## src/rtl/hazard_ctrl_if.sv

```systemverilog
`default_nettype none
// ============================================================================
// hazard_ctrl_if : pipeline <-> hazard controller signal bundle
// Rev 1.0
// ============================================================================
interface hazard_ctrl_if #(
  parameter int REG_AW = 5,
  parameter int CNT_W  = 16
);
  logic [REG_AW-1:0] dec_rs1, dec_rs2;
  logic              dec_rs1_used, dec_rs2_used;
  logic [REG_AW-1:0] ex_rs1, ex_rs2, ex_rd;
  logic              ex_valid, ex_is_load;
  logic [REG_AW-1:0] mem_rd, wb_rd;
  logic              mem_we, wb_we;
  logic              ld_ret_valid;
  logic [REG_AW-1:0] ld_ret_rd;
  logic              dmem_req, dmem_ack;
  logic              redirect;
  logic [1:0]        fwd1_sel, fwd2_sel;
  logic              enb_f, enb_d, enb_e, enb_m, enb_w;
  logic              flush_d, flush_e, flush_m, flush_w;
  logic [CNT_W-1:0]  stall_cnt;

  modport slave (
    input  dec_rs1, dec_rs2, dec_rs1_used, dec_rs2_used,
    input  ex_rs1, ex_rs2, ex_rd, ex_valid, ex_is_load,
    input  mem_rd, wb_rd, mem_we, wb_we,
    input  ld_ret_valid, ld_ret_rd, dmem_req, dmem_ack, redirect,
    output fwd1_sel, fwd2_sel,
    output enb_f, enb_d, enb_e, enb_m, enb_w,
    output flush_d, flush_e, flush_m, flush_w,
    output stall_cnt
  );

  modport master (
    output dec_rs1, dec_rs2, dec_rs1_used, dec_rs2_used,
    output ex_rs1, ex_rs2, ex_rd, ex_valid, ex_is_load,
    output mem_rd, wb_rd, mem_we, wb_we,
    output ld_ret_valid, ld_ret_rd, dmem_req, dmem_ack, redirect,
    input  fwd1_sel, fwd2_sel,
    input  enb_f, enb_d, enb_e, enb_m, enb_w,
    input  flush_d, flush_e, flush_m, flush_w,
    input  stall_cnt
  );
endinterface
`default_nettype wire

```

## src/rtl/hazard_ctrl.sv

```systemverilog
`default_nettype none
// ============================================================================
// hazard_ctrl : forwarding, load scoreboard, stall/freeze/flush sequencing
// Rev 1.0
// ============================================================================
module hazard_ctrl #(
  parameter int REG_AW      = 5,
  parameter int MAX_OUTST   = 4,
  parameter int FLUSH_DEPTH = 2,
  parameter int CNT_W       = 16
) (
  input  wire logic     clk,
  input  wire logic     reset,
  hazard_ctrl_if.slave  bus
);
  localparam int NREGS = 2**REG_AW;
  localparam int OC_W  = $clog2(MAX_OUTST + 1);
  localparam int FC_W  = (FLUSH_DEPTH > 1) ? $clog2(FLUSH_DEPTH) : 1;
  localparam logic [OC_W-1:0] c_outst_max  = OC_W'(MAX_OUTST);
  localparam logic [FC_W-1:0] c_flush_init = FC_W'(FLUSH_DEPTH - 1);

  typedef enum logic [0:0] {ST_RUN = 1'b0, ST_REDIRECT = 1'b1} state_t;

  state_t            r_state, w_state_nxt;
  logic [FC_W-1:0]   r_fcnt, w_fcnt_nxt;
  logic              r_redirect_pend, w_rpend_nxt;
  logic [NREGS-1:0]  r_pending;
  logic [OC_W-1:0]   r_outst;
  logic [CNT_W-1:0]  r_stall_cnt;

  logic       w_freeze, w_outst_full, w_load_use, w_lu1, w_lu2;
  logic       w_set, w_dec;
  logic [4:0] w_enb;    // {f,d,e,m,w}
  logic [3:0] w_flush;  // {d,e,m,w}
  logic [1:0] w_fwd1, w_fwd2;
  logic [NREGS-1:0] w_set_mask, w_clr_mask;

  always_comb begin
    w_fwd1 = 2'b00;
    if (bus.ex_rs1 != '0 && bus.ex_rs1 == bus.mem_rd && bus.mem_we)     w_fwd1 = 2'b01;
    else if (bus.ex_rs1 != '0 && bus.ex_rs1 == bus.wb_rd && bus.wb_we)  w_fwd1 = 2'b10;
    w_fwd2 = 2'b00;
    if (bus.ex_rs2 != '0 && bus.ex_rs2 == bus.mem_rd && bus.mem_we)     w_fwd2 = 2'b01;
    else if (bus.ex_rs2 != '0 && bus.ex_rs2 == bus.wb_rd && bus.wb_we)  w_fwd2 = 2'b10;
  end

  assign w_freeze     = bus.dmem_req && !bus.dmem_ack;
  assign w_outst_full = bus.ex_valid && bus.ex_is_load && (r_outst == c_outst_max);
  assign w_lu1 = bus.dec_rs1_used && (bus.dec_rs1 != '0) &&
                 (r_pending[bus.dec_rs1] ||
                  (bus.ex_valid && bus.ex_is_load && bus.ex_rd == bus.dec_rs1));
  assign w_lu2 = bus.dec_rs2_used && (bus.dec_rs2 != '0) &&
                 (r_pending[bus.dec_rs2] ||
                  (bus.ex_valid && bus.ex_is_load && bus.ex_rd == bus.dec_rs2));
  assign w_load_use = w_lu1 || w_lu2;

  always_comb begin
    w_state_nxt = r_state;
    w_fcnt_nxt  = r_fcnt;
    w_rpend_nxt = r_redirect_pend;
    w_enb       = 5'b11111;
    w_flush     = 4'b0000;
    if (w_freeze) begin
      w_enb = 5'b00000;
      if (bus.redirect) w_rpend_nxt = 1'b1;
    end else begin
      w_rpend_nxt = 1'b0;
      if (bus.redirect || r_redirect_pend) begin
        w_flush = 4'b1100;
        if (FLUSH_DEPTH > 1) begin
          w_state_nxt = ST_REDIRECT;
          w_fcnt_nxt  = c_flush_init;
        end else begin
          w_state_nxt = ST_RUN;
          w_fcnt_nxt  = '0;
        end
      end else if (r_state == ST_REDIRECT) begin
        w_flush = 4'b1000;
        // the redirect cycle itself was the first flush, so leave once this one is counted
        if (r_fcnt <= FC_W'(1)) begin
          w_state_nxt = ST_RUN;
          w_fcnt_nxt  = '0;
        end else begin
          w_fcnt_nxt = r_fcnt - FC_W'(1);
        end
      end else if (w_outst_full) begin
        w_enb   = 5'b00011;
        w_flush = 4'b0010;
      end else if (w_load_use) begin
        w_enb   = 5'b00111;
        w_flush = 4'b0100;
      end
    end
    if (reset) begin
      w_enb   = 5'b00000;
      w_flush = 4'b1111;
    end
  end

  assign w_set      = bus.ex_valid && bus.ex_is_load && (bus.ex_rd != '0) && w_enb[2];
  assign w_dec      = bus.ld_ret_valid && (r_outst != '0);
  assign w_set_mask = w_set ? (NREGS'(1) << bus.ex_rd) : '0;
  assign w_clr_mask = bus.ld_ret_valid ? (NREGS'(1) << bus.ld_ret_rd) : '0;

  always_ff @(posedge clk or posedge reset) begin
    if (reset) begin
      r_state         <= ST_RUN;
      r_fcnt          <= '0;
      r_redirect_pend <= 1'b0;
      r_pending       <= '0;
      r_outst         <= '0;
      r_stall_cnt     <= '0;
    end else begin
      r_state         <= w_state_nxt;
      r_fcnt          <= w_fcnt_nxt;
      r_redirect_pend <= w_rpend_nxt;
      r_pending       <= (r_pending & ~w_clr_mask) | w_set_mask;
      case ({w_set, w_dec})
        2'b10:   if (r_outst != c_outst_max) r_outst <= r_outst + OC_W'(1);
        2'b01:   r_outst <= r_outst - OC_W'(1);
        default: r_outst <= r_outst;
      endcase
      if ((w_freeze || w_outst_full || w_load_use) && (r_stall_cnt != '1))
        r_stall_cnt <= r_stall_cnt + CNT_W'(1);
    end
  end

  assign bus.fwd1_sel  = reset ? 2'b00 : w_fwd1;
  assign bus.fwd2_sel  = reset ? 2'b00 : w_fwd2;
  assign bus.enb_f     = w_enb[4];
  assign bus.enb_d     = w_enb[3];
  assign bus.enb_e     = w_enb[2];
  assign bus.enb_m     = w_enb[1];
  assign bus.enb_w     = w_enb[0];
  assign bus.flush_d   = w_flush[3];
  assign bus.flush_e   = w_flush[2];
  assign bus.flush_m   = w_flush[1];
  assign bus.flush_w   = w_flush[0];
  assign bus.stall_cnt = r_stall_cnt;
endmodule
`default_nettype wire

```

## src/flat_wrapper.sv

```systemverilog
// flat-port wrapper written by rule: the top's interface ports become plain ports
module hazard_ctrl_flat 
#(
  parameter int REG_AW      = 5,
  parameter int MAX_OUTST   = 4,
  parameter int FLUSH_DEPTH = 2,
  parameter int CNT_W       = 16
)
  (clk, reset, bus_dec_rs1, bus_dec_rs2, bus_dec_rs1_used, bus_dec_rs2_used, bus_ex_rs1, bus_ex_rs2, bus_ex_rd, bus_ex_valid, bus_ex_is_load, bus_mem_rd, bus_wb_rd, bus_mem_we, bus_wb_we, bus_ld_ret_valid, bus_ld_ret_rd, bus_dmem_req, bus_dmem_ack, bus_redirect, bus_fwd1_sel, bus_fwd2_sel, bus_enb_f, bus_enb_d, bus_enb_e, bus_enb_m, bus_enb_w, bus_flush_d, bus_flush_e, bus_flush_m, bus_flush_w, bus_stall_cnt);
  hazard_ctrl_if #(.REG_AW(REG_AW), .CNT_W(CNT_W)) bus_i ();
  input  wire logic clk;
  input  wire logic reset;
  input wire logic [$bits(bus_i.dec_rs1)-1:0] bus_dec_rs1;
  input wire logic [$bits(bus_i.dec_rs2)-1:0] bus_dec_rs2;
  input wire logic [$bits(bus_i.dec_rs1_used)-1:0] bus_dec_rs1_used;
  input wire logic [$bits(bus_i.dec_rs2_used)-1:0] bus_dec_rs2_used;
  input wire logic [$bits(bus_i.ex_rs1)-1:0] bus_ex_rs1;
  input wire logic [$bits(bus_i.ex_rs2)-1:0] bus_ex_rs2;
  input wire logic [$bits(bus_i.ex_rd)-1:0] bus_ex_rd;
  input wire logic [$bits(bus_i.ex_valid)-1:0] bus_ex_valid;
  input wire logic [$bits(bus_i.ex_is_load)-1:0] bus_ex_is_load;
  input wire logic [$bits(bus_i.mem_rd)-1:0] bus_mem_rd;
  input wire logic [$bits(bus_i.wb_rd)-1:0] bus_wb_rd;
  input wire logic [$bits(bus_i.mem_we)-1:0] bus_mem_we;
  input wire logic [$bits(bus_i.wb_we)-1:0] bus_wb_we;
  input wire logic [$bits(bus_i.ld_ret_valid)-1:0] bus_ld_ret_valid;
  input wire logic [$bits(bus_i.ld_ret_rd)-1:0] bus_ld_ret_rd;
  input wire logic [$bits(bus_i.dmem_req)-1:0] bus_dmem_req;
  input wire logic [$bits(bus_i.dmem_ack)-1:0] bus_dmem_ack;
  input wire logic [$bits(bus_i.redirect)-1:0] bus_redirect;
  output wire logic [$bits(bus_i.fwd1_sel)-1:0] bus_fwd1_sel;
  output wire logic [$bits(bus_i.fwd2_sel)-1:0] bus_fwd2_sel;
  output wire logic [$bits(bus_i.enb_f)-1:0] bus_enb_f;
  output wire logic [$bits(bus_i.enb_d)-1:0] bus_enb_d;
  output wire logic [$bits(bus_i.enb_e)-1:0] bus_enb_e;
  output wire logic [$bits(bus_i.enb_m)-1:0] bus_enb_m;
  output wire logic [$bits(bus_i.enb_w)-1:0] bus_enb_w;
  output wire logic [$bits(bus_i.flush_d)-1:0] bus_flush_d;
  output wire logic [$bits(bus_i.flush_e)-1:0] bus_flush_e;
  output wire logic [$bits(bus_i.flush_m)-1:0] bus_flush_m;
  output wire logic [$bits(bus_i.flush_w)-1:0] bus_flush_w;
  output wire logic [$bits(bus_i.stall_cnt)-1:0] bus_stall_cnt;
  assign bus_i.dec_rs1 = bus_dec_rs1;
  assign bus_i.dec_rs2 = bus_dec_rs2;
  assign bus_i.dec_rs1_used = bus_dec_rs1_used;
  assign bus_i.dec_rs2_used = bus_dec_rs2_used;
  assign bus_i.ex_rs1 = bus_ex_rs1;
  assign bus_i.ex_rs2 = bus_ex_rs2;
  assign bus_i.ex_rd = bus_ex_rd;
  assign bus_i.ex_valid = bus_ex_valid;
  assign bus_i.ex_is_load = bus_ex_is_load;
  assign bus_i.mem_rd = bus_mem_rd;
  assign bus_i.wb_rd = bus_wb_rd;
  assign bus_i.mem_we = bus_mem_we;
  assign bus_i.wb_we = bus_wb_we;
  assign bus_i.ld_ret_valid = bus_ld_ret_valid;
  assign bus_i.ld_ret_rd = bus_ld_ret_rd;
  assign bus_i.dmem_req = bus_dmem_req;
  assign bus_i.dmem_ack = bus_dmem_ack;
  assign bus_i.redirect = bus_redirect;
  assign bus_fwd1_sel = bus_i.fwd1_sel;
  assign bus_fwd2_sel = bus_i.fwd2_sel;
  assign bus_enb_f = bus_i.enb_f;
  assign bus_enb_d = bus_i.enb_d;
  assign bus_enb_e = bus_i.enb_e;
  assign bus_enb_m = bus_i.enb_m;
  assign bus_enb_w = bus_i.enb_w;
  assign bus_flush_d = bus_i.flush_d;
  assign bus_flush_e = bus_i.flush_e;
  assign bus_flush_m = bus_i.flush_m;
  assign bus_flush_w = bus_i.flush_w;
  assign bus_stall_cnt = bus_i.stall_cnt;
  hazard_ctrl #(.REG_AW(REG_AW), .MAX_OUTST(MAX_OUTST), .FLUSH_DEPTH(FLUSH_DEPTH), .CNT_W(CNT_W)) u_core (.clk(clk), .reset(reset), .bus(bus_i));
endmodule
```

## config.mk

```make
export PLATFORM = sky130hd
export DESIGN_NAME = hazard_ctrl_flat
export DESIGN_NICKNAME = d
export VERILOG_FILES = /design/src/rtl/hazard_ctrl_if.sv /design/src/rtl/hazard_ctrl.sv /design/src/flat_wrapper.sv
export SDC_FILE = /design/constraint.sdc
export NUM_CORES = 1
export LEC_CHECK = 0
export BUFFER_PORTS_ARGS = -buffer_cell sky130_fd_sc_hd__clkbuf_2
export CAP_MARGIN = 20
export CELL_PAD_IN_SITES_DETAIL_PLACEMENT = 0
export CELL_PAD_IN_SITES_GLOBAL_PLACEMENT = 1
export CORE_AREA = 3 3 74 129
export CTS_CLUSTER_DIAMETER = 100
export CTS_CLUSTER_SIZE = 16
export DETAILED_ROUTE_END_ITERATION = 6
export DIE_AREA = 0 0 77 132
export GPL_ROUTABILITY_DRIVEN = 0
export PLACE_DENSITY_LB_ADDON = 0.1
export SLEW_MARGIN = 20
export SYNTH_ARGS = -nofsm -noshare
export SYNTH_HDL_FRONTEND = slang
export SYNTH_SLANG_ARGS = --single-unit
```

## constraint.sdc

```tcl
create_clock -name clk -period 3.5 [get_ports clk]
set_input_delay 0.7 -clock clk [delete_from_list [all_inputs] [get_ports clk]]
set_output_delay 0.7 -clock clk [all_outputs]
set_load 0.01 [all_outputs]
```

==> flow_metrics.env <==
export IMPL_antenna_found_initial=0
export IMPL_reg2reg_depth=10
export IMPL_regToRegStartpoint="u_core.r_state"
export IMPL_final_util_pct=49.8
export IMPL_p_leak_nw=1.89
export IMPL_clkSlewWorstSetupHoldPaths_ns=0.07
export IMPL_place_inst=557
export IMPL_num_fill_cells=874
export IMPL_firstDrtPassIters=4
export IMPL_netlist_top_cells_count="o21ai_0, dfrtp_1, xnor2_1, nand2_1, nor2_1"
export IMPL_setup_ws_ns=0.100
export IMPL_syn_cell_area_um2=3600
export IMPL_grt_pass1_vias=3327
export IMPL_via_count=3227
export IMPL_wirelength_um=10200
export IMPL_yosysMostFrequentCell="o21ai_0"
export IMPL_cp_max_fo=7
export IMPL_hold_viol_final=0
export IMPL_critPathLaunchType="input port"
export IMPL_power_density_nw_per_um2=434
export IMPL_max_freq_mhz=294
export IMPL_skew_ns=0.0102
export IMPL_worst_setup_path_type="input port to output pin"
export IMPL_ir_drop_v=0.000369
export IMPL_drt_iter0_drc=95
export IMPL_synth_edf_count=0
export IMPL_fin_crit_sh_pct=97.1
export IMPL_drcViolationCount=0
export IMPL_synth_top_area_share_pct=36.8
export IMPL_core_area_um2=8610
export IMPL_syn_area_per_cell_um2=9.81
export IMPL_synth_seq_area_share_pct=36.8
export IMPL_root_buffer="clkbuf_16"
export IMPL_antenna_left=0
export IMPL_ios=81
export IMPL_outcome="finished, final reports clean"
export IMPL_synth_flop_cell="dfrtp_1"
export IMPL_diodes=0
export IMPL_slew_violations=0
export IMPL_ctsHoldBuffers=0
export IMPL_num_rows=45
export IMPL_cp_required_ns=2.80
export IMPL_cap_violations=0
export IMPL_gr_total_overflow=0
export IMPL_clock_sinks=53
export IMPL_htree_levels=2
export IMPL_min_path_type="input port to async pin"
export IMPL_place_ws_ns=-0.0143
export IMPL_synth_top_area_cell="dfrtp_1"
export IMPL_netlist_instances=367
export IMPL_viasPerCell=5.70
export IMPL_synthArstFlopShare_pct=100
export IMPL_synth_warnings=0
export IMPL_max_slew_margin_pct=64.6
export IMPL_area_growth_pct=19.2
export IMPL_r2r_end="u_core.r_outst[2]"
export IMPL_initial_core_util_pct=41.8
export IMPL_fp_dieW_um=77
export IMPL_worstPathArrival_ns=2.70
export IMPL_syn_num_nets=421
export IMPL_setup_viol=0
export IMPL_grt_pass1_wl_um=16600
export IMPL_port_buffers=80
export IMPL_synth_seq_cells=53
export IMPL_dieArea_um2=10200
export IMPL_r2r_slack_ns=0.76
export IMPL_synth_cell_types=56
export IMPL_synth_area_top_cells="dfrtp_1, o21ai_0, xnor2_1"
export IMPL_post_dp_hpwl_um=8230
export IMPL_cts_tree="done"
export IMPL_end_kind="output pin"
export IMPL_grt_max_degree=33
export IMPL_rsz0062_at_grt="no"
export IMPL_total_power_w=0.00186
export IMPL_clk_latency_ns=0.30
export IMPL_layout_cells_non_filler=566
export IMPL_numCtsBuffers=5
export IMPL_period_needed_ns=3.40
export IMPL_nNetsFinal=502
export IMPL_drive_gt1_share_pct=27.2
export IMPL_track_usage_pct=20.4
export IMPL_worst_pin_slew_ns=0.530
export IMPL_cts_path_max_buffers=2
export IMPL_die_h_um=132
export IMPL_wl_per_cell_um=18.1
[registers in the layout, summed over array words and instances (netlist names)]
signal	flops
u_core.r_pending	32
u_core.bus.stall_cnt	16
u_core.r_outst	3
u_core.r_redirect_pend	1
u_core.r_state	1
[logic make-up after synthesis]
| logic type | synth area share [%] |
|---|---|
| multiplexers | 12.5 |
| adder cells (fa/ha/maj) | 0.904 |
| AND/OR/NAND/NOR | 18.9 |
| AO/OA/AOI/OAI | 16.9 |
| buffers and inverters | 4.21 |
| XOR/XNOR | 9.73 |
| flip-flops | 36.8 |
[cell usage in the layout, fill, tap and decap left out, types with 3 or more instances in the layout]
cell type	count
clkbuf_2	77
o21ai_0	67
dfrtp_1	53
xnor2_1	28
nor2_1	17
nand2_1	17
nand4_1	14
xor2_1	12
nand3_1	11
buf_4	10
inv_1	9
mux4_1	8
nand2b_1	8
a21oi_1	8
mux4_2	7
and2_1	7
or3_1	7
a31oi_1	7
mux2i_1	6
and3_1	6
nand3b_1	5
clkbuf_16	5
nor3_1	4
nor4_1	4
o31ai_1	3
or2_2	3
[worst max path at each step]
stage	from	to	slack [ns]
floorplan	bus_dec_rs1[0]	bus_enb_f	0.09
finish	bus_dec_rs1[0]	bus_enb_d	0.10
detailed placement	bus_dec_rs2[2]	bus_flush_e	-0.01
CTS	bus_dec_rs1[0]	bus_enb_d	0.02
global route	bus_dec_rs1[0]	bus_enb_d	0.01
global placement	bus_dec_rs2[2]	bus_flush_e	0.01
[layout make-up]
| type | count | area (µm²) | area share (%) |
|---|---|---|---|
| tap | 117 | 146 | 3.41 |
| clock buffer | 5 | 125 | 2.92 |
| multi-input combinational | 287 | 2130 | 49.7 |
| inverter | 10 | 37.5 | 0.875 |
| clock inverter | 3 | 25.0 | 0.583 |
| timing repair buffer | 91 | 498 | 11.6 |
| sequential | 53 | 1330 | 30.9 |
[critical path: stages]
cell	delay, ns
buf_2	0.17
buf_12	0.14
mux4_1	0.53
a31oi_1	0.18
o22ai_1	0.09
a31oi_1	0.24
o32a_4	0.27
nand2b_1	0.06
a21boi_1	0.16
clkbuf_2	0.16
[per-layer routing]
layer / vias up / wire length (µm) / GRT usage [%]
li1: 1548 / - / -
met1: 1557 / 3860 / 21.8
met3: 23 / 465 / 3.08
met5: - / 0 / 0
met2: 99 / 5530 / 38.8
met4: 0 / 380 / 9.11
[power by group]
group          switching (W)  total (W)  internal (W)
clock               0.000238   0.000508      0.000270
combinational       0.000276   0.000528      0.000252
sequential          0.000120   0.000827      0.000707
total               0.000635    0.00186       0.00123
[through the flow]
stage               instance area, µm²  hold slack (ns)  TNS (ns)
floorplan                         3600            0.468         0
detailed placement                4120            0.493   -0.0143
CTS                               4270            0.506         0
finish                            4290            0.502         0
global placement                  4120            0.478         0
global route                      4290            0.530         0
[repair_timing]
| item | CTS | global route |
|---|---|---|
| resized for setup | 1 | 4 |
| setup buffers | 0 | 1 |
| cloned | 0 | 0 |
| setup endpoints to repair | 1 | 3 |
| pin swaps | 0 | 2 |
(Power assumes the default switching activity.)
